`config.mk`:
```
export PLATFORM = sky130hd
export DESIGN_NAME = vga_compositor
export DESIGN_NICKNAME = d
export VERILOG_FILES = /design/src/rtl/vga_pkg.sv /design/src/rtl/vga_timing.sv /design/src/rtl/vga_compositor.sv
export SDC_FILE = /design/constraint.sdc
export NUM_CORES = 1
export LEC_CHECK = 0
export CAP_MARGIN = 30
export CORE_UTILIZATION = 40
export DETAILED_ROUTE_END_ITERATION = 7
export PLACE_DENSITY = 0.84
export SLEW_MARGIN = 0
export SYNTH_ARGS = -nofsm -noshare
export SYNTH_HDL_FRONTEND = slang
export SYNTH_HIERARCHICAL = 1
export SYNTH_SLANG_ARGS = --single-unit
```
`constraint.sdc`:
```
create_clock -name clock -period 1.81 [get_ports clock]
set_input_delay 0.362 -clock clock [delete_from_list [all_inputs] [get_ports clock]]
set_output_delay 0.362 -clock clock [all_outputs]
set_load 0.05 [all_outputs]
```
`src/rtl/vga_pkg.sv`:
```
// Shared VGA 640x480@60 timing constants, RGB332 colour layout and window helper.
// Imported by the timing generator and the layer compositor.
package vga_pkg;
   localparam int H_VISIBLE = 640;
   localparam int H_FRONT   = 16;
   localparam int H_SYNC    = 96;
   localparam int H_BACK    = 48;
   localparam int H_TOTAL   = H_VISIBLE + H_FRONT + H_SYNC + H_BACK;

   localparam int V_VISIBLE = 480;
   localparam int V_FRONT   = 10;
   localparam int V_SYNC    = 2;
   localparam int V_BACK    = 33;
   localparam int V_TOTAL   = V_VISIBLE + V_FRONT + V_SYNC + V_BACK;

   localparam int RED_W   = 3;
   localparam int GREEN_W = 3;
   localparam int BLUE_W  = 2;
   localparam int RGB_W   = RED_W + GREEN_W + BLUE_W;

   localparam logic [RGB_W-1:0] BG_COLOR_DEFAULT = 8'b000_000_01;

   typedef struct packed {
      logic [RED_W-1:0]   red;
      logic [GREEN_W-1:0] green;
      logic [BLUE_W-1:0]  blue;
   } rgb332_t;

   // True when pos lies in [first, first+len).
   function automatic logic in_window(input logic [9:0] pos, input int first, input int len);
      return (pos >= 10'(first)) && (pos < 10'(first + len));
   endfunction
endpackage

```
`src/rtl/vga_timing.sv`:
```
// Pixel-rate divider and h/v scan counters with visible/sync decode and frame-wrap strobe.
// Counters advance on the clock edge where tick is high; all decodes are combinational.
module vga_timing
   import vga_pkg::*;
#(
   parameter int CLK_DIV = 2,
   parameter int H_VIS   = H_VISIBLE,
   parameter int H_FP    = H_FRONT,
   parameter int H_SW    = H_SYNC,
   parameter int H_BP    = H_BACK,
   parameter int V_VIS   = V_VISIBLE,
   parameter int V_FP    = V_FRONT,
   parameter int V_SW    = V_SYNC,
   parameter int V_BP    = V_BACK
) (
   input  logic       clock,
   input  logic       reset,
   output logic [9:0] hcount,
   output logic [9:0] vcount,
   output logic       tick,
   output logic       visible,
   output logic       hsync_on,
   output logic       vsync_on,
   output logic       frame_wrap
);
   localparam int DW = $clog2(CLK_DIV);
   localparam logic [9:0] H_LAST = 10'(H_VIS + H_FP + H_SW + H_BP - 1);
   localparam logic [9:0] V_LAST = 10'(V_VIS + V_FP + V_SW + V_BP - 1);

   logic [DW-1:0] div;
   logic          h_last;
   logic          v_last;

   assign tick   = (div == DW'(CLK_DIV - 1));
   assign h_last = (hcount == H_LAST);
   assign v_last = (vcount == V_LAST);

   always_ff @(posedge clock) begin
      if (reset) begin
         div    <= '0;
         hcount <= '0;
         vcount <= '0;
      end else if (tick) begin
         div <= '0;
         if (h_last) begin
            hcount <= '0;
            vcount <= v_last ? 10'd0 : vcount + 10'd1;
         end else begin
            hcount <= hcount + 10'd1;
         end
      end else begin
         div <= div + 1'b1;
      end
   end

   assign visible    = (hcount < 10'(H_VIS)) && (vcount < 10'(V_VIS));
   assign hsync_on   = in_window(hcount, H_VIS + H_FP, H_SW);
   assign vsync_on   = in_window(vcount, V_VIS + V_FP, V_SW);
   assign frame_wrap = tick && h_last && v_last;
endmodule

```
`src/rtl/vga_compositor.sv`:
```
// VGA timing master and fixed-priority layer mixer with per-frame player collision report.
// Pins lag hcount/vcount by one pixel period; layer inputs are sampled only on the pixel tick.
module vga_compositor
   import vga_pkg::*;
#(
   parameter int               CLK_DIV    = 2,
   parameter int               NUM_LAYERS = 4,
   parameter logic [RGB_W-1:0] BG_COLOR   = BG_COLOR_DEFAULT,
   parameter int               H_VIS      = H_VISIBLE,
   parameter int               H_FP       = H_FRONT,
   parameter int               H_SW       = H_SYNC,
   parameter int               H_BP       = H_BACK,
   parameter int               V_VIS      = V_VISIBLE,
   parameter int               V_FP       = V_FRONT,
   parameter int               V_SW       = V_SYNC,
   parameter int               V_BP       = V_BACK
) (
   input  logic                        clock,
   input  logic                        reset,
   input  logic [RGB_W*NUM_LAYERS-1:0] layer_rgb,
   input  logic [NUM_LAYERS-1:0]       layer_data,
   output logic [9:0]                  hcount,
   output logic [9:0]                  vcount,
   output logic                        hsync,
   output logic                        vsync,
   output logic [RED_W-1:0]            red,
   output logic [GREEN_W-1:0]          green,
   output logic [BLUE_W-1:0]           blue,
   output logic                        frame_tick,
   output logic [NUM_LAYERS-1:0]       collision
);
   logic                  tick;
   logic                  visible;
   logic                  hsync_on;
   logic                  vsync_on;
   logic                  frame_wrap;
   rgb332_t               mix;
   rgb332_t               pix_q;
   logic [NUM_LAYERS-1:0] hit;
   logic [NUM_LAYERS-1:0] acc;

   vga_timing #(
      .CLK_DIV (CLK_DIV),
      .H_VIS   (H_VIS),
      .H_FP    (H_FP),
      .H_SW    (H_SW),
      .H_BP    (H_BP),
      .V_VIS   (V_VIS),
      .V_FP    (V_FP),
      .V_SW    (V_SW),
      .V_BP    (V_BP)
   ) u_timing (
      .clock      (clock),
      .reset      (reset),
      .hcount     (hcount),
      .vcount     (vcount),
      .tick       (tick),
      .visible    (visible),
      .hsync_on   (hsync_on),
      .vsync_on   (vsync_on),
      .frame_wrap (frame_wrap)
   );

   // Walk from lowest priority upwards so layer 0 overrides everything.
   always_comb begin
      mix = BG_COLOR;
      for (int i = NUM_LAYERS - 1; i >= 0; i--) begin
         if (layer_data[i]) mix = layer_rgb[RGB_W*i +: RGB_W];
      end
      if (!visible) mix = '0;
   end

   always_comb begin
      hit = '0;
      for (int i = 1; i < NUM_LAYERS; i++) begin
         hit[i] = layer_data[0] & layer_data[i];
      end
      if (!visible) hit = '0;
   end

   always_ff @(posedge clock) begin
      if (reset) begin
         hsync      <= 1'b1;
         vsync      <= 1'b1;
         pix_q      <= '0;
         frame_tick <= 1'b0;
         collision  <= '0;
         acc        <= '0;
      end else begin
         frame_tick <= 1'b0;
         if (tick) begin
            hsync <= ~hsync_on;
            vsync <= ~vsync_on;
            pix_q <= mix;
            acc   <= acc | hit;
            // The last pixel's own term is folded in before the accumulator clears.
            if (frame_wrap) begin
               collision  <= acc | hit;
               acc        <= '0;
               frame_tick <= 1'b1;
            end
         end
      end
   end

   assign red   = pix_q.red;
   assign green = pix_q.green;
   assign blue  = pix_q.blue;
endmodule

```
* After elaboration in Yosys (flattened, before gate mapping)
Index checks and enable logic that the tools add are counted.
** Word-level totals
- Register bits after elaboration :: 40
- Memory bits (read-only) :: 0
- Memories kept :: 0
- Bits in writable memories :: 0
- Bits in latches :: 0
- Input bits :: 38
** Operators by class
- Eq/ne operators :: 2
- Muxes and demuxes :: 10
- Shift operators :: 0
- Div/mod/pow operators :: 0
- Add/sub/neg operators :: 3
- $mul :: 0
- Magnitude comparators :: 6
- Reductions and logical operators :: 9
- Bitwise logic cells :: 7
** Operators by type and width (number)
- $mux 8 :: 5
- $add 10x1->10 const B :: 2
- $eq 10x10->1 const B :: 2
- $lt 10x10->1 const B :: 2
- $lt 10x9->1 const B :: 2
- $mux 10 :: 2
- $ge 10x10->1 const B :: 1
- $ge 10x9->1 const B :: 1
- $mux 4 :: 2
- $logic_and 1x1->1 :: 5
- $or 4x4->4 :: 1
- $reduce_and 2->1 :: 2
- $reduce_or 2->1 :: 2
- $and 1x1->1 :: 3
- $not 1->1 :: 3
- $add 1x1->1 const B :: 1
- $mux 1 :: 1

* Longest topological paths before layout
Gate-level depths: netlist (run 1).
- Word-level depth :: 5
- Gate-level depth with buffers :: 9
- Gate-level depth less buffers :: 8

* Cells and area by module
Netlist (run 1), hierarchy kept.
** By module, submodules not included
- vga_timing :: cells an instance 131, sequential area each 420.4 um^2, area an instance 1108.6 um^2, instances 1
- vga_compositor :: cells an instance 105, sequential area each 340.3 um^2, area an instance 898.4 um^2, instances 1

* Worst setup path before layout (run 1)
OpenSTA, ideal clock, no wires.
- Kind :: register to register
- Start point :: register u_timing.hcount[0]
- End point :: register collision[1]
- Setup time :: 0.123 ns
- Stages on the path, launching flop included :: 9
- Clock period less this slack :: 2.230 ns
- Arrival time :: 2.108 ns
- Slack :: -0.420 ns
- Required time :: 1.687 ns
- Cell sequence :: dfxtp_1 > ha_1 > nand4_1 > or3_1 > clkbuf_2 > nor2_1 > a21oi_1 > nand2_1 > o21ai_0
** On the way
- Longest elaborated chain between the ends :: 4
- Elaborated cells between the ends (all ways) :: 8
** Ends and longest elaborated chain
- from (decl) :: RTL line vga_timing.sv:18 : output logic [9:0] hcount,
- from (signal assigned) :: RTL line vga_timing.sv:49 : hcount <= hcount + 10'd1;
- $eq 10x10->1 :: RTL line vga_timing.sv:35 : assign h_last = (hcount == H_LAST);
- $logic_and 1x1->1 (2 in series) :: RTL line vga_timing.sv:59 : assign frame_wrap = tick && h_last && v_last;
- named net frame_wrap :: RTL line vga_compositor.sv:36 : logic frame_wrap;
- $reduce_and 2->1 (no source line)
- to (signal assigned) :: RTL line vga_compositor.sv:98 : collision <= acc | hit;
- to (decl) :: RTL line vga_compositor.sv:30 : output logic [NUM_LAYERS-1:0] collision
The timed path passes the listed nets, and every way through them passes these cells.
A chain may end at the register's enable or synchronous reset.

* Worst setup path after layout (run 1)
- Start point :: register u_timing.vcount[7]
- End point :: register pix_q, in the netlist red[0]
** On the way
- Longest elaborated chain between the ends :: 3
** Ends and longest elaborated chain
- from (decl) :: RTL line vga_timing.sv:19 : output logic [9:0] vcount,
- from (signal assigned) :: RTL line vga_timing.sv:47 : vcount <= v_last ? 10'd0 : vcount + 10'd1;
- $lt 10x9->1 :: RTL line vga_timing.sv:56 : assign visible = (hcount < 10'(H_VIS)) && (vcount < 10'(V_VIS));
- $logic_and 1x1->1 :: RTL line vga_timing.sv:56
- named net visible :: RTL line vga_compositor.sv:33 : logic visible;
- $mux 8 :: RTL line vga_compositor.sv:70 : if (!visible) mix = '0;
- to (signal assigned) :: RTL line vga_compositor.sv:94 : pix_q <= mix;
- to (decl) :: RTL line vga_compositor.sv:38 : rgb332_t pix_q;
The timed path passes the listed nets, and every way through them passes these cells.

==> results of run 1 <==
worst min-delay path by stage:
stage          slack [ns]             to  cells past startpoint
6_report             0.46   collision[3]                      2
5_1_grt              0.49   collision[1]                      2
4_1_cts              0.47   collision[3]                      2
3_5_place_dp         0.45   collision[3]                      2
3_3_place_gp         0.45   collision[3]                      2
2_1_floorplan        0.42  u_timing/tick                      1
cell usage in the layout, fill, tap and decap left out, types with 7 or more instances in the layout:
| cell type | Yosys | routed |
|---|---|---|
| nand2_1 | 13 | 13 |
| dfxtp_1 | 38 | 27 |
| a21oi_1 | 14 | 13 |
| clkdlybuf4s50_1 | 0 | 37 |
| nand4_1 | 7 | 7 |
| buf_4 | 4 | 53 |
| nand2b_1 | 11 | 11 |
| nor2b_1 | 9 | 9 |
| xnor2_1 | 9 | 9 |
| clkbuf_8 | 0 | 8 |
| a211oi_1 | 12 | 12 |
| inv_1 | 7 | 7 |
| nor2_1 | 23 | 22 |
| a22oi_1 | 7 | 7 |
routing by layer:
metal / up-vias / routed length, um
met5: - / 0
met4: 0 / 57
met3: 4 / 196
met2: 45 / 2666
met1: 975 / 2443
li1: 1006 / -
report_power, final:
part	internal, mW	total (mW)	switching [mW]
Combinational	0.148	0.309	0.161
Sequential	0.851	0.866	0.0151
Clock	0.385	0.663	0.279
sequential cells by signal (all words and copies together) (netlist names):
register / flops
blue: 2
u_timing/tick: 1
u_timing/hcount: 10
vsync: 1
collision: 3
red: 3
acc: 3
frame_tick: 1
u_timing/vcount: 10
green: 3
hsync: 1
kinds of logic after synthesis:
group	count (synthesis)
XOR/XNOR	14
AND/OR/NAND/NOR	100
AO/OA/AOI/OAI	56
other	1
buffers and inverters	22
adder cells (fa/ha/maj)	4
flip-flops	38
multiplexers	1
critical path, stage by stage, from the launching register on:
cell      delay, ns
dfxtp_1        0.36
and4_1         0.25
nor3_1         0.26
and2_1         0.28
buf_4          0.19
a21oi_1        0.07
a211oi_1       0.18
cell type report:
type / instances / area (um^2)
Tap cell: 67 / 83.83
Sequential cell: 38 / 787.0
Multi-Input combinational cell: 176 / 1165
Clock buffer: 8 / 110.1
Inverter: 7 / 26.28
Timing Repair Buffer: 90 / 768.2
Fill cell: 400 / 1846
what timing repair did:
| action | CTS | global route |
|---|---|---|
| gates resized for setup | 1 | 2 |
| pin swaps | 0 | 2 |
| endpoints found under the setup margin | 1 | 3 |
==> impl_metrics.json, run 1 <==
{
  "yosys.area_share.simple": 0.2799,
  "synth_mux_area_frac": 0.004988,
  "p_per_area_mw_per_mm2": 625.4,
  "leakagePower_nw": 1.148,
  "synth_edf_count": 0,
  "synth_area_mm2": 0.002007,
  "cts_tree": "built",
  "synth-adder-area-share": 0.02494,
  "clockRootBuffer": "clkbuf_8",
  "finalPower_mw": 1.839,
  "fin_hold_ws_ns": 0.4619,
  "drtAntennaViolNets": 0,
  "synth_compound_area_frac": 0.1883,
  "synth_top_area_share": 0.3791,
  "reg2regPathDepth": 6,
  "ys_ff_latch": 38,
  "holdCritPathClass": "reg2reg",
  "r2r_start": "u_timing/vcount[7]",
  "synth_most_common_cell": "dfxtp_1",
  "dpl_cell_area_mm2": 0.002819,
  "finalCoreUtilization": 0.6144,
  "place_inst": 378,
  "htreeDepth": 2,
  "numCtsBuffers": 5,
  "worstPathRequired_ns": 2.01,
  "routedWlPerCell_um": 13.90,
  "crit_path_end_kind": "flop",
  "drtPass1Iterations": 4,
  "syn_area_per_cell_um2": 8.504,
  "synth_top_cells_by_area": "dfxtp_1, a211oi_1, nor2_1, xnor2_1, a21oi_1",
  "synth.top_cells.by_count": "dfxtp_1, nor2_1, a21oi_1, nand2_1, a211oi_1",
  "port-buffer-count": 71,
  "synth_flop_cell": "dfxtp_1",
  "drt_wl_total_um": 5364,
  "grt_pass1_vias": 1904,
  "regToRegSetupSlack_ns": 0.13,
  "io_pins": 73,
  "antenna_cells": 0,
  "clock_path_buffers": 2,
  "synth_cells": 236,
  "yosysWarnings": 6,
  "overflow": 0,
  "busiest_layer": "met2",
  "met3_usage": 0.03591,
  "design_area_mm2": 0.002940,
  "synth-xor-area-share": 0.06110,
  "nNetsFinal": 360,
  "crit_start": "u_timing/vcount[7]",
  "cts_sinks": 38,
  "post-route-drc-count": 0,
  "grt_antenna_before_repair": 0,
  "fin_tns_setup_ns": 0,
  "hold_viol_final": 0,
  "ys_seq_area_frac": 0.3791,
  "worst_clock_skew_ns": 0.008090,
  "grt_pass1_wl_um": 8659,
  "fin_crit_sh": 0.9292,
  "crit_fanout": 6,
  "pre_cts_ws_ns": 0.01886,
  "cts_hold_buf": 0,
  "cts.clk_slew.worst_paths_ns": 0.08,
  "dpl.hpwl_um": 4007,
  "num_rows": 25,
  "final_max_slew_viol_count": 0,
  "rr_endpoint": "red[0]",
  "die_width_um": 72.83,
  "die_h_um": 72.83,
  "cap_violations": 0,
  "core_mm2": 0.004786,
  "min_period_ns": 1.682,
  "ir_worst_vdd_mv": 0.4846,
  "setup_slack_ns": 0.1282,
  "grt.total_usage": 0.2080,
  "status": "completed",
  "vias": 2030,
  "start_util": 0.4193,
  "hp-start": "collision[3]",
  "cp_data_arrival_time_ns": 1.88,
  "post_cts_buffers": 0,
  "insertion_delay_ns": 0.28,
  "max_freq_mhz": 594.6,
  "drive_above_1_share": 0.2633,
  "grt_max_degree": 27,
  "start_kind": "flop",
  "critical_path_class": "reg2reg",
  "yosysTopAreaCell": "dfxtp_1",
  "final_cells": 386,
  "via_per_inst": 5.259,
  "place.gp.congestion": 0.8236,
  "synthesis.nets": 278,
  "synth_top_family_by_area": "simple AND/OR/NAND/NOR gates",
  "area_delta_synth_final_pct": 46.51,
  "final-setup-viol-count": 0,
  "dieArea_mm2": 0.005304,
  "gr-usage-met1": 0.2663,
  "use_met2": 0.3593,
  "cp-endpoint": "red[0]",
  "ys_async_sr_fraction": 0,
  "synthDistinctLibCells": 49,
  "rsz0062_at_grt": "false",
  "first_iter_violations": 127
}
(Power assumes the default switching activity.)
==> run 2: changes to the inputs <==
CAP_MARGIN = not set   (was 30)
==> results of run 2 <==
Final layout, timing and power as in run 1 (identical DEF).
==> variant, RTL diff (settings of run 2) <==
`CLK_DIV` is set to 2 in 2 places; all go to 8.
--- a/src/rtl/vga_timing.sv
+++ b/src/rtl/vga_timing.sv
@@ -4,5 +4,5 @@
    import vga_pkg::*;
 #(
-   parameter int CLK_DIV = 2,
+   parameter int CLK_DIV = 8,
    parameter int H_VIS   = H_VISIBLE,
    parameter int H_FP    = H_FRONT,
--- a/src/rtl/vga_compositor.sv
+++ b/src/rtl/vga_compositor.sv
@@ -4,5 +4,5 @@
    import vga_pkg::*;
 #(
-   parameter int               CLK_DIV    = 2,
+   parameter int               CLK_DIV    = 8,
    parameter int               NUM_LAYERS = 4,
    parameter logic [RGB_W-1:0] BG_COLOR   = BG_COLOR_DEFAULT,
Check against the original RTL: not equivalent (a bounded check fails within 4 cycles, from zero or initial values and one cycle with reset high).
==> variant against run 2 <==
- the flow now finishes with violations (setup timing)
- wire length is 7.5% higher
- worst setup slack got worse by 0.25 ns
- count of clock-buffer cells in the layout stayed put
- global-route usage about the same
- synthesized area is 3.7% higher
- design area is 5.8% higher
- sequential cell count grew 2
- combinational power decreased by 39%
- via count is 6.0% higher
- total power is 8.2% lower
- largest power group unchanged
- highest routed layer unchanged
==> variant: results (changes against run 2) <==
Run status
  – Outcome: finished with violations
  – Failing checks: setup timing

Placed design
  – Final HPWL DP: 4300 microns (+7.3%)
  – Routability Congestion: 0.884 (+7.4%)

STA
  – Final count of negative-setup-slack endpoints: 13 (+13)
  – Fin worst setup slack: -0.121 ns (-0.249 ns)
  – TNS Setup: -0.844 ns (-0.844 ns)
  – Worst Skew: 0.00600 ns (-0.00209 ns)

Cells and area
  – Share of post-route cells with drive strength above 1: 30.8% (+4.5 points)
  – Biggest regs: u_timing/hcount: 10 flops, u_timing/vcount: 10 flops
  – Fin nets: 377 (+4.7%)
  – Antenna diode count: 0 (unchanged)

Power and ir drop
  – Leak Pwr: 1.22 nW (+6.1%)
  – Maximum VDD drop: 0.422 mV (-13%)

Critical path
  – Worst EP arrival: 2.16 ns (+0.28 ns)
  – CP max FO: 4 (-2)

Synth
  – Top FF cell, synth: dfxtp_1
  – Synth unique cells: 51 (+4.1%)
  – Mux contribution to synthesized area: 0% (-0.50 points)
  – Post-synth top cells: dfxtp_1, a21oi_1, nand2_1, a211oi_1, nor2_1
  – Mapped Nets: 279 (+0.36%)
  – Compound-Gate Fraction of Synth Area: 19.8% (+1.0 points)
  – Synth area leaders: dfxtp_1, a211oi_1, a21oi_1, ha_1, xor2_1
  – YS warnings: 6 (unchanged)
  – XOR/XNOR Fraction of Synth Area: 5.05% (-1.1 points)
  – Post-Synth Adder-Cell Area: 3.61% (+1.1 points)
  – Seq/Total Area, Yosys: 38.5% (+0.56 points)
  – Async SR Flop Fraction: 0% (unchanged)

Global route
  – Pin count of the biggest net entering global routing: 27 (unchanged)
  – GRT Resource Usage Total: 20.8% (about the same)
  – Vias in the first global route: 1,950 (+2.4%)
  – First-pass GRT wire length: 8780 microns (+1.4%)

Clock tree
  – Clock transition at path regs: 0.08 ns (about the same)
  – Clk_lat worst skew: 0.29 ns
  – Number of H-tree levels: 2 (unchanged)

Worst hold path
  – Worst min-delay path category: flop to flop

Drt
  – Vias: 2,152 (+6.0%)
  – Routed WL per cell: 14.4 microns (+3.5%)
  – DR iter-0 viols: 111 (-13%)
  – Initial DRT Pass Iterations: 4 (unchanged)
## variant: cell count changes in the layout (fill, tap and decap cells not counted), sizes merged, moves of 3 or more
| cell | delta |
|---|---|
| xor2 | +3 |
| nor2 | -11 |
| buf | +12 |
| xnor2 | -5 |
| or4 | +4 |
| nor3b | +3 |
| a21oi | +3 |
| o31ai | +3 |
| nand4 | -3 |
| nand2 | +3 |
| and3 | -3 |
## variant: layer usage
layer / share of wire, % / GRT usage [%] / up-vias
met5: 0 / 0 / -
li1: - / - / 1059
met1: 44 / 25.3 / 1030
met3: 3.8 / 4.74 / 6
met4: 1.0 / 7.05 / 0
met2: 52 / 36.2 / 57
## variant: worst paths after layout
check	from	to	slack [ns]	cells past startpoint
setup reg to reg	u_timing/div[0]	u_timing/vcount[8]	-0.12	6
hold / removal	u_timing/div[0]	u_timing/div[0]	0.44	1
hold reg to reg	u_timing/div[0]	u_timing/div[0]	0.44	1
setup / recovery	u_timing/div[0]	u_timing/vcount[8]	-0.12	6
## variant: layout make-up
type | instances | area (sq um)
repair buffers | 103 | 872
well taps | 67 | 83.8
multi-input cells | 176 | 1210
clock buffers | 8 | 90.1
flip-flops and latches | 40 | 825
fillers | 437 | 1770
inverters | 7 | 26.3
## variant: where the power goes
part	leakage, nW	switching, mW	internal, mW
registers	0.331	0.00499	0.884
clock network	0.0455	0.299	0.311
logic	0.842	0.0747	0.115
## variant: critical path, cell delays in order, from the launching register on
cell     delay, ns
dfxtp_2       0.35
ha_4          0.14
ha_4          0.13
nand4_1       0.20
or4_4         0.50
or4_1         0.41
a21oi_1       0.14
## variant: cells by family after synthesis
| kind of cell | Yosys count |
|---|---|
| buf+inv | 19 |
| simple gates | 96 |
| fa+ha+maj | 6 |
| other cells | 1 |
| xor+xnor | 12 |
| compound gates | 61 |
| flops | 40 |
## variant: what timing repair did
action,in CTS,in global routing
endpoints found under the setup margin,11,24
setup buffers,2,0
resized for setup,5,3
pin swaps,2,1
## variant: metrics by stage
stage	instance area (sq um)	worst slack, ns	hold WS (ns)	utilization [%]	std cells
final	3110	-0.121	0.438	63.7	401
after floorplan	2140	-0.225	0.412	-	235
after CTS	3100	-0.0726	0.438	63.6	401
after detailed placement	2990	-0.112	0.427	61.3	391
after global placement	2990	-0.0267	0.418	61.3	391
after global routing	3110	-0.197	0.456	63.7	401
